--- src/rtl/xor_stream_descrambler_if.sv ---
// xor_stream_descrambler_if: seed control, byte input/output handshakes and status of the descrambler.
interface xor_stream_descrambler_if #(
    parameter int DATA_W = 8,
    parameter int LFSR_W = 16
);
    logic              seed_load;
    logic [LFSR_W-1:0] seed_in;
    logic              in_valid;
    logic              in_ready;
    logic [DATA_W-1:0] in_data;
    logic              out_valid;
    logic              out_ready;
    logic [DATA_W-1:0] out_data;
    logic [15:0]       byte_cnt;
    logic              seeded;

    modport master (
        output seed_load, seed_in, in_valid, in_data, out_ready,
        input  in_ready, out_valid, out_data, byte_cnt, seeded
    );
    modport slave (
        input  seed_load, seed_in, in_valid, in_data, out_ready,
        output in_ready, out_valid, out_data, byte_cnt, seeded
    );
endinterface

--- src/rtl/xor_stream_descrambler.sv ---
// xor_stream_descrambler: XORs each accepted byte with 8 Galois-LFSR keystream bits into a registered output.
// Defining DESCR_BYPASS_EN adds a bypass input that passes bytes through without advancing the LFSR.
module xor_stream_descrambler #(
    parameter int                DATA_W       = 8,
    parameter int                LFSR_W       = 16,
    parameter logic [LFSR_W-1:0] LFSR_TAPS    = 16'hB400,
    parameter logic [LFSR_W-1:0] SEED_DEFAULT = 16'hACE1
) (
    input logic clk,
    input logic rst,
`ifdef DESCR_BYPASS_EN
    input logic bypass,
`endif
    xor_stream_descrambler_if.slave bus
);
    typedef enum logic {IDLE, RUN} state_t;
    state_t state, state_nxt;
    logic [LFSR_W-1:0] lfsr, lfsr_adv;
    logic [DATA_W-1:0] ks, out_data;
    logic [15:0] byte_cnt;
    logic out_valid, in_ready, accept, pass;

`ifdef DESCR_BYPASS_EN
    assign pass = bypass;
`else
    assign pass = 1'b0;
`endif

    always_ff @(posedge clk or posedge rst)
        if (rst) state <= IDLE;
        else state <= state_nxt;

    always_comb state_nxt = bus.seed_load ? RUN : state;

    always_comb begin
        in_ready = (state == RUN) && !bus.seed_load && (!out_valid || bus.out_ready);
        bus.seeded = state == RUN;
    end

    // Eight LFSR steps unrolled; keystream bit i is the LSB before step i.
    always_comb begin
        lfsr_adv = lfsr;
        ks = '0;
        for (int i = 0; i < DATA_W; i++) begin
            ks[i] = lfsr_adv[0];
            lfsr_adv = (lfsr_adv >> 1) ^ (lfsr_adv[0] ? LFSR_TAPS : '0);
        end
    end

    assign accept = bus.in_valid && in_ready;

    always_ff @(posedge clk or posedge rst)
        if (rst) begin
            lfsr <= SEED_DEFAULT;
            byte_cnt <= '0;
            out_valid <= 1'b0;
            out_data <= '0;
        end else begin
            if (bus.seed_load) begin
                lfsr <= (bus.seed_in == '0) ? SEED_DEFAULT : bus.seed_in;
                byte_cnt <= '0;
            end else if (accept) begin
                lfsr <= pass ? lfsr : lfsr_adv;
                byte_cnt <= byte_cnt + 16'd1;
            end
            if (accept) out_data <= pass ? bus.in_data : bus.in_data ^ ks;
            out_valid <= accept ? 1'b1 : (bus.out_ready ? 1'b0 : out_valid);
        end

    assign bus.in_ready = in_ready;
    assign bus.out_valid = out_valid;
    assign bus.out_data = out_data;
    assign bus.byte_cnt = byte_cnt;
endmodule

--- src/flat_wrapper.sv ---
// flat-port wrapper written by rule: the top's interface ports become plain ports
module xor_stream_descrambler_flat 
#(
    parameter int                DATA_W       = 8,
    parameter int                LFSR_W       = 16,
    parameter logic [LFSR_W-1:0] LFSR_TAPS    = 16'hB400,
    parameter logic [LFSR_W-1:0] SEED_DEFAULT = 16'hACE1
)
  (clk, rst, bus_seed_load, bus_seed_in, bus_in_valid, bus_in_data, bus_out_ready, bus_in_ready, bus_out_valid, bus_out_data, bus_byte_cnt, bus_seeded);
  xor_stream_descrambler_if #(.DATA_W(DATA_W), .LFSR_W(LFSR_W)) bus_i ();
  input logic clk;
  input logic rst;
  input wire logic [$bits(bus_i.seed_load)-1:0] bus_seed_load;
  input wire logic [$bits(bus_i.seed_in)-1:0] bus_seed_in;
  input wire logic [$bits(bus_i.in_valid)-1:0] bus_in_valid;
  input wire logic [$bits(bus_i.in_data)-1:0] bus_in_data;
  input wire logic [$bits(bus_i.out_ready)-1:0] bus_out_ready;
  output wire logic [$bits(bus_i.in_ready)-1:0] bus_in_ready;
  output wire logic [$bits(bus_i.out_valid)-1:0] bus_out_valid;
  output wire logic [$bits(bus_i.out_data)-1:0] bus_out_data;
  output wire logic [$bits(bus_i.byte_cnt)-1:0] bus_byte_cnt;
  output wire logic [$bits(bus_i.seeded)-1:0] bus_seeded;
  assign bus_i.seed_load = bus_seed_load;
  assign bus_i.seed_in = bus_seed_in;
  assign bus_i.in_valid = bus_in_valid;
  assign bus_i.in_data = bus_in_data;
  assign bus_i.out_ready = bus_out_ready;
  assign bus_in_ready = bus_i.in_ready;
  assign bus_out_valid = bus_i.out_valid;
  assign bus_out_data = bus_i.out_data;
  assign bus_byte_cnt = bus_i.byte_cnt;
  assign bus_seeded = bus_i.seeded;
  xor_stream_descrambler #(.DATA_W(DATA_W), .LFSR_W(LFSR_W), .LFSR_TAPS(LFSR_TAPS), .SEED_DEFAULT(SEED_DEFAULT)) u_core (.clk(clk), .rst(rst), .bus(bus_i));
endmodule
--- config.mk ---
export PLATFORM = sky130hd
export DESIGN_NAME = xor_stream_descrambler_flat
export DESIGN_NICKNAME = d
export VERILOG_FILES = /design/src/rtl/xor_stream_descrambler_if.sv /design/src/rtl/xor_stream_descrambler.sv /design/src/flat_wrapper.sv
export SDC_FILE = /design/constraint.sdc
export NUM_CORES = 1
export LEC_CHECK = 0
export CORE_MARGIN = 3
export CORE_UTILIZATION = 49
export CTS_BUF_LIST = sky130_fd_sc_hd__clkbuf_16
export DETAILED_ROUTE_END_ITERATION = 12
export PLACE_DENSITY = 0.79
export RECOVER_POWER = 100
export SLEW_MARGIN = 20
export SYNTH_ARGS = -nofsm -noshare
export SYNTH_HDL_FRONTEND = slang
export SYNTH_SLANG_ARGS = --single-unit
--- constraint.sdc ---
create_clock -name clk -period 1.82 [get_ports clk]
set_input_delay 0.455 -clock clk [delete_from_list [all_inputs] [get_ports clk]]
set_output_delay 0.455 -clock clk [all_outputs]
set_load 0.01 [all_outputs]
* After elaboration in Yosys (flattened, before gate mapping)
Index checks and enable logic that the tools add are counted.
** Word-level totals
- Flip-flop bits (word level) :: 42
- Input port bits :: 29
- Word-level logic and storage cells :: 39
** Operators by class
- Add/subtract/negate cells :: 1
- Muxes and demuxes :: 15
- Bitwise logic cells :: 9
- Reductions and logical operators :: 9
** Operators by type and width (count)
- two-way mux 16 bit :: 13
- XOR 15 x 16 -> 16 bit :: 8
- adder 16 x 1 -> 16 bit, second input constant :: 1
- logical NOT 16 bit :: 1
- XOR 8 bit :: 1
- nonzero test 2 bit :: 2
- logical AND 1 bit :: 3
- logical NOT 1 bit :: 2
- two-way mux 1 bit :: 2
- logical OR 1 bit :: 1

* Depth between registers and ports, before layout
Gate-level depths: netlist (run 1).
- Depth after elaboration :: 18
- Gate-level depth with buffers :: 6
- Mapped depth without buffers :: 5

* Worst setup path before layout (run 1)
Ideal clock, no wire load.
- Kind :: input to register
- Start point :: in bus_seed_in[3]
- End point :: reg u_core.lfsr[10]
- Arrival :: 1.744 ns
- Setup slack :: 0.007 ns
- Stages on the path :: 4
- Path buffers :: 0
- Path through :: or4_4 o41ai_4 o32ai_2 a21oi_2
** Between the ends
- Word-level cells in the longest chain between the ends :: 3
** RTL lines
- from (decl) :: line flat_wrapper.sv:14 : input wire logic [$bits(bus_i.seed_in)-1:0] bus_seed_in;
- logical NOT 16 bit :: line xor_stream_descrambler.sv:60 : lfsr <= (bus.seed_in == '0) ? SEED_DEFAULT : bus.seed_in;
- two-way mux 16 bit :: line xor_stream_descrambler.sv:60
- two-way mux 16 bit :: line xor_stream_descrambler.sv:59 : if (bus.seed_load) begin
- to (signal assigned) :: line xor_stream_descrambler.sv:60
- to (signal assigned) :: line xor_stream_descrambler.sv:63 : lfsr <= pass ? lfsr : lfsr_adv;
- to (decl) :: line xor_stream_descrambler.sv:18 : logic [LFSR_W-1:0] lfsr, lfsr_adv;
No other way between the ends.
A chain may end at the register's enable or synchronous reset.

* Worst setup path in the final report (run 1)
- Start point :: reg u_core.byte_cnt[1], in the netlist u_core.bus.byte_cnt[1]
- End point :: out bus_byte_cnt[1]
** RTL lines
- from (decl) :: line xor_stream_descrambler.sv:20 : logic [15:0] byte_cnt;
- from (signal assigned) :: line xor_stream_descrambler.sv:64 : byte_cnt <= byte_cnt + 16'd1;
- to (decl) :: line flat_wrapper.sv:21 : output wire logic [$bits(bus_i.byte_cnt)-1:0] bus_byte_cnt;
No word-level cell between the ends.

==> results.py, run 1 <==
metrics = {
    "status": {
        "status": "completed",
    },
    "place": {
        "dp_cells": 347,
        "gp_congestion": 0.814,
        "placed_area_sq_mm": 0.00307,
        "numPortBuffers": 55,
        "place_hpwl_mm": 4.01,
    },
    "worst_setup_path": {
        "critPathKind": "register to primary output",
        "critPathArrivalTime_ns": 1.32,
        "slowest_delay_ns": 0.58,
        "critPathTopFamily": "buffers and inverters",
        "path_cells": "clkdlybuf4s50_1",
        "cp_num_buf_inv": 1,
        "critPathRequiredTime_ns": 1.36,
        "path_max_fanout": 5,
        "critPathLaunchType": "register",
        "crit_path_end_kind": "primary output",
        "crit_path_top_delay_cell": "clkdlybuf4s50_1",
    },
    "drt": {
        "dr_total_vias": 2006,
        "drt_iter0_drc": 130,
        "ant_nets": 0,
        "drt_wl_total_mm": 5.80,
        "drt_pre_antenna_iters": 5,
        "wl_met3_um": 437,
        "viasPerCell": 5.63,
        "highest_layer": "met4",
        "drcViolationCount": 0,
        "wl_met1_mm": 2.56,
        "routedWlPerCell_um": 16.3,
        "met2_wirelength_mm": 2.79,
    },
    "clock_tree": {
        "clk-insertion-delay-late_ns": 0.28,
        "clock_path_buffers": 2,
        "cts.clk_slew.worst_paths_ns": 0.06,
        "cts_num_sinks": 42,
        "cts_hold_buf": 0,
        "cts_buffers": 5,
        "h-tree-depth": 2,
        "clk_root_buffer_cell": "clkbuf_16",
        "tritoncts": "built",
    },
    "logic_synthesis": {
        "synth_area_per_cell_sq_um": 9.97,
        "ys_seq_area_frac": 0.475,
        "ys_warn_count": 0,
        "async_flop_share": 1.00,
        "yosys_register_bits": 42,
        "synth_edf_count": 0,
        "synthFlopType": "dfrtp_1",
        "syn_inst": 224,
        "synth_nets": 254,
        "yosys.cell_types.count": 43,
        "syn-cell-area_sq_mm": 0.00223,
    },
    "sta": {
        "worst_pin_slew_ns": 1.03,
        "finalCritPeriodShare": 0.976,
        "skew_ns": 0.00273,
        "drv_slew": 0,
        "setup_viol": 0,
        "slew_headroom": 0.312,
        "max_freq_ghz": 0.563,
        "fin_crit_ns": 1.78,
        "hold_viol": 0,
    },
    "finish": {
        "finalNonFillerCells": 356,
        "multi_input_area_sq_mm": 0.00114,
        "final_cell_mix": "dfrtp_1 (33), nand2_1 (29), buf_4 (24)",
        "antennaDiodeCount": 0,
        "final-seq-area_sq_mm": 0.00106,
        "final_common_cell": "dfrtp_1",
        "nFillCells": 291,
        "drive_above_1_share": 0.216,
        "fin_area_sq_mm": 0.00323,
        "syn2layout_area_growth_pct": 44.8,
        "nNetsFinal": 335,
    },
    "global_routing": {
        "grt-ovfl-total": 0,
        "antenna_found_initial": 0,
        "grt_pass1_wl_mm": 9.32,
        "grt_usage": 0.224,
        "grt_pass1_vias": 1905,
        "grt_max_degree": 43,
    },
    "job": {
        "cap_viol_max_count": 0,
    },
    "floorplanning": {
        "die_x_um": 73.5,
        "die_h_um": 73.5,
        "rows": 23,
        "die_area_sq_mm": 0.00540,
        "core-area_sq_mm": 0.00420,
        "start_util": 0.532,
        "pin_count": 56,
    },
    "pwr": {
        "pwr-share-clk": 0.325,
        "p_int_mw": 1.92,
        "power.density_mw_per_mm2": 829,
        "p_comb_frac": 0.237,
        "ir_drop_mv": 0.482,
        "p_sw_mw": 0.763,
        "p_sw_frac": 0.285,
        "power.leakage_nw": 1.43,
        "power.share.sequential": 0.438,
    },
    "worst_hold_path": {
        "hold_class": "register to register",
    },
}
[registers in the layout (all words and copies together) (netlist names)]
signal and flops:
u_core.bus.byte_cnt 16, u_core.lfsr 16, u_core.bus.out_data 8, u_core.bus.out_valid 1
u_core.bus.seeded 1
[power groups by stage]
stage | clock (mW) | sequential, mW | combinational [mW]
6_report | 0.870 | 1.17 | 0.636
5_1_grt | 0.922 | 1.19 | 0.695
4_1_cts | 0.876 | 1.17 | 0.660
3_5_place_dp | 0 | 1.19 | 0.657
3_3_place_gp | 0 | 1.18 | 0.648
2_1_floorplan | 0 | 1.16 | 0.382
[cell usage after synthesis, types with 7 or more instances]
| cell | number | area (sq um) |
|---|---|---|
| dfrtp_1 | 34 | 851 |
| nand2_1 | 29 | 109 |
| xnor2_1 | 23 | 201 |
| nor2_1 | 12 | 45.0 |
| o21ai_0 | 11 | 55.1 |
| xor2_1 | 10 | 87.6 |
| a21oi_1 | 9 | 45.0 |
| clkbuf_1 | 8 | 30.0 |
| dfstp_2 | 8 | 210 |
| inv_1 | 7 | 26.3 |
| nand3_1 | 7 | 35.0 |
| nand4_1 | 7 | 43.8 |
[per-layer routing]
layer / track usage / vias to the layer above
met2: 0.344 / 76
li1: - / 967
met5: 0 / -
met4: 0.0483 / 0
met3: 0.0465 / 2
met1: 0.327 / 961
[metrics by stage]
| step | setup WS (ns) | util | hold WS, ns | setup TNS (ns) | power (mW) |
|---|---|---|---|---|---|
| final | 0.0437 | 0.770 | 0.472 | 0 | 2.68 |
| after global routing | -0.00728 | 0.770 | 0.492 | -0.0120 | 2.81 |
| after CTS | 0.00167 | 0.767 | 0.483 | 0 | 2.71 |
| after detailed placement | -0.464 | 0.730 | 0.470 | -10.46 | 1.84 |
| after global placement | -0.415 | 0.730 | 0.461 | -9.13 | 1.83 |
| after floorplan | 0.00732 | - | 0.475 | 0 | 1.54 |
[layout make-up]
type                    count  area share
multi-input cells         161       0.351
flip-flops and latches     42       0.329
repair buffers             88       0.247
clock buffers               5      0.0387
well taps                  50      0.0193
inverters                   7     0.00813
clock inverters             3     0.00658
[repair_timing]
action                                  4_1_cts  5_1_grt
endpoints found under the setup margin       15       28
pin swaps                                     5        6
resized for setup                            22       17
buffers inserted                              0        1
hold endpoints to repair                      0        0
[path summary, 6_finish.rpt]
kind / start / endpoint / slack [ns] / depth (start not counted)
setup / recovery: u_core.bus.byte_cnt[1] / bus_byte_cnt[1] / 0.04 / 1
hold / removal: u_core.bus.out_data[1] / u_core.bus.out_data[1] / 0.47 / 2
setup reg to reg: u_core.bus.byte_cnt[6] / u_core.bus.byte_cnt[11] / 0.12 / 4
hold reg to reg: u_core.bus.out_data[1] / u_core.bus.out_data[1] / 0.47 / 2
max in group asynchronous: rst / u_core.bus.byte_cnt[7] / 0.33 / 3
min in group asynchronous: rst / u_core.bus.out_data[5] / 0.81 / 3
[logic make-up (layout without fill, tap and decap cells)]
group / Yosys count / in the layout / share of synthesized area
buffers and inverters: 21 / 103 / 0.0370
multiplexers: 3 / 3 / 0.0134
AND/OR/NAND/NOR: 79 / 79 / 0.185
AO/OA/AOI/OAI: 45 / 45 / 0.154
flip-flops: 42 / 42 / 0.475
adder cells (fa/ha/maj): 1 / 1 / 0.00560
XOR/XNOR: 33 / 33 / 0.129
Power figures use the tool's default switching activity.
==> run 2, diff against run 1 <==
--- a/config.mk
+++ b/config.mk
@@ -5,6 +5,7 @@
 export SDC_FILE = /design/constraint.sdc
 export NUM_CORES = 1
 export LEC_CHECK = 0
+export ABC_CLOCK_PERIOD_IN_PS = 1820
 export CORE_MARGIN = 3
 export CORE_UTILIZATION = 49
 export CTS_BUF_LIST = sky130_fd_sc_hd__clkbuf_16
==> results of run 2 <==
Final layout, timing and power as in run 1 (identical DEF).
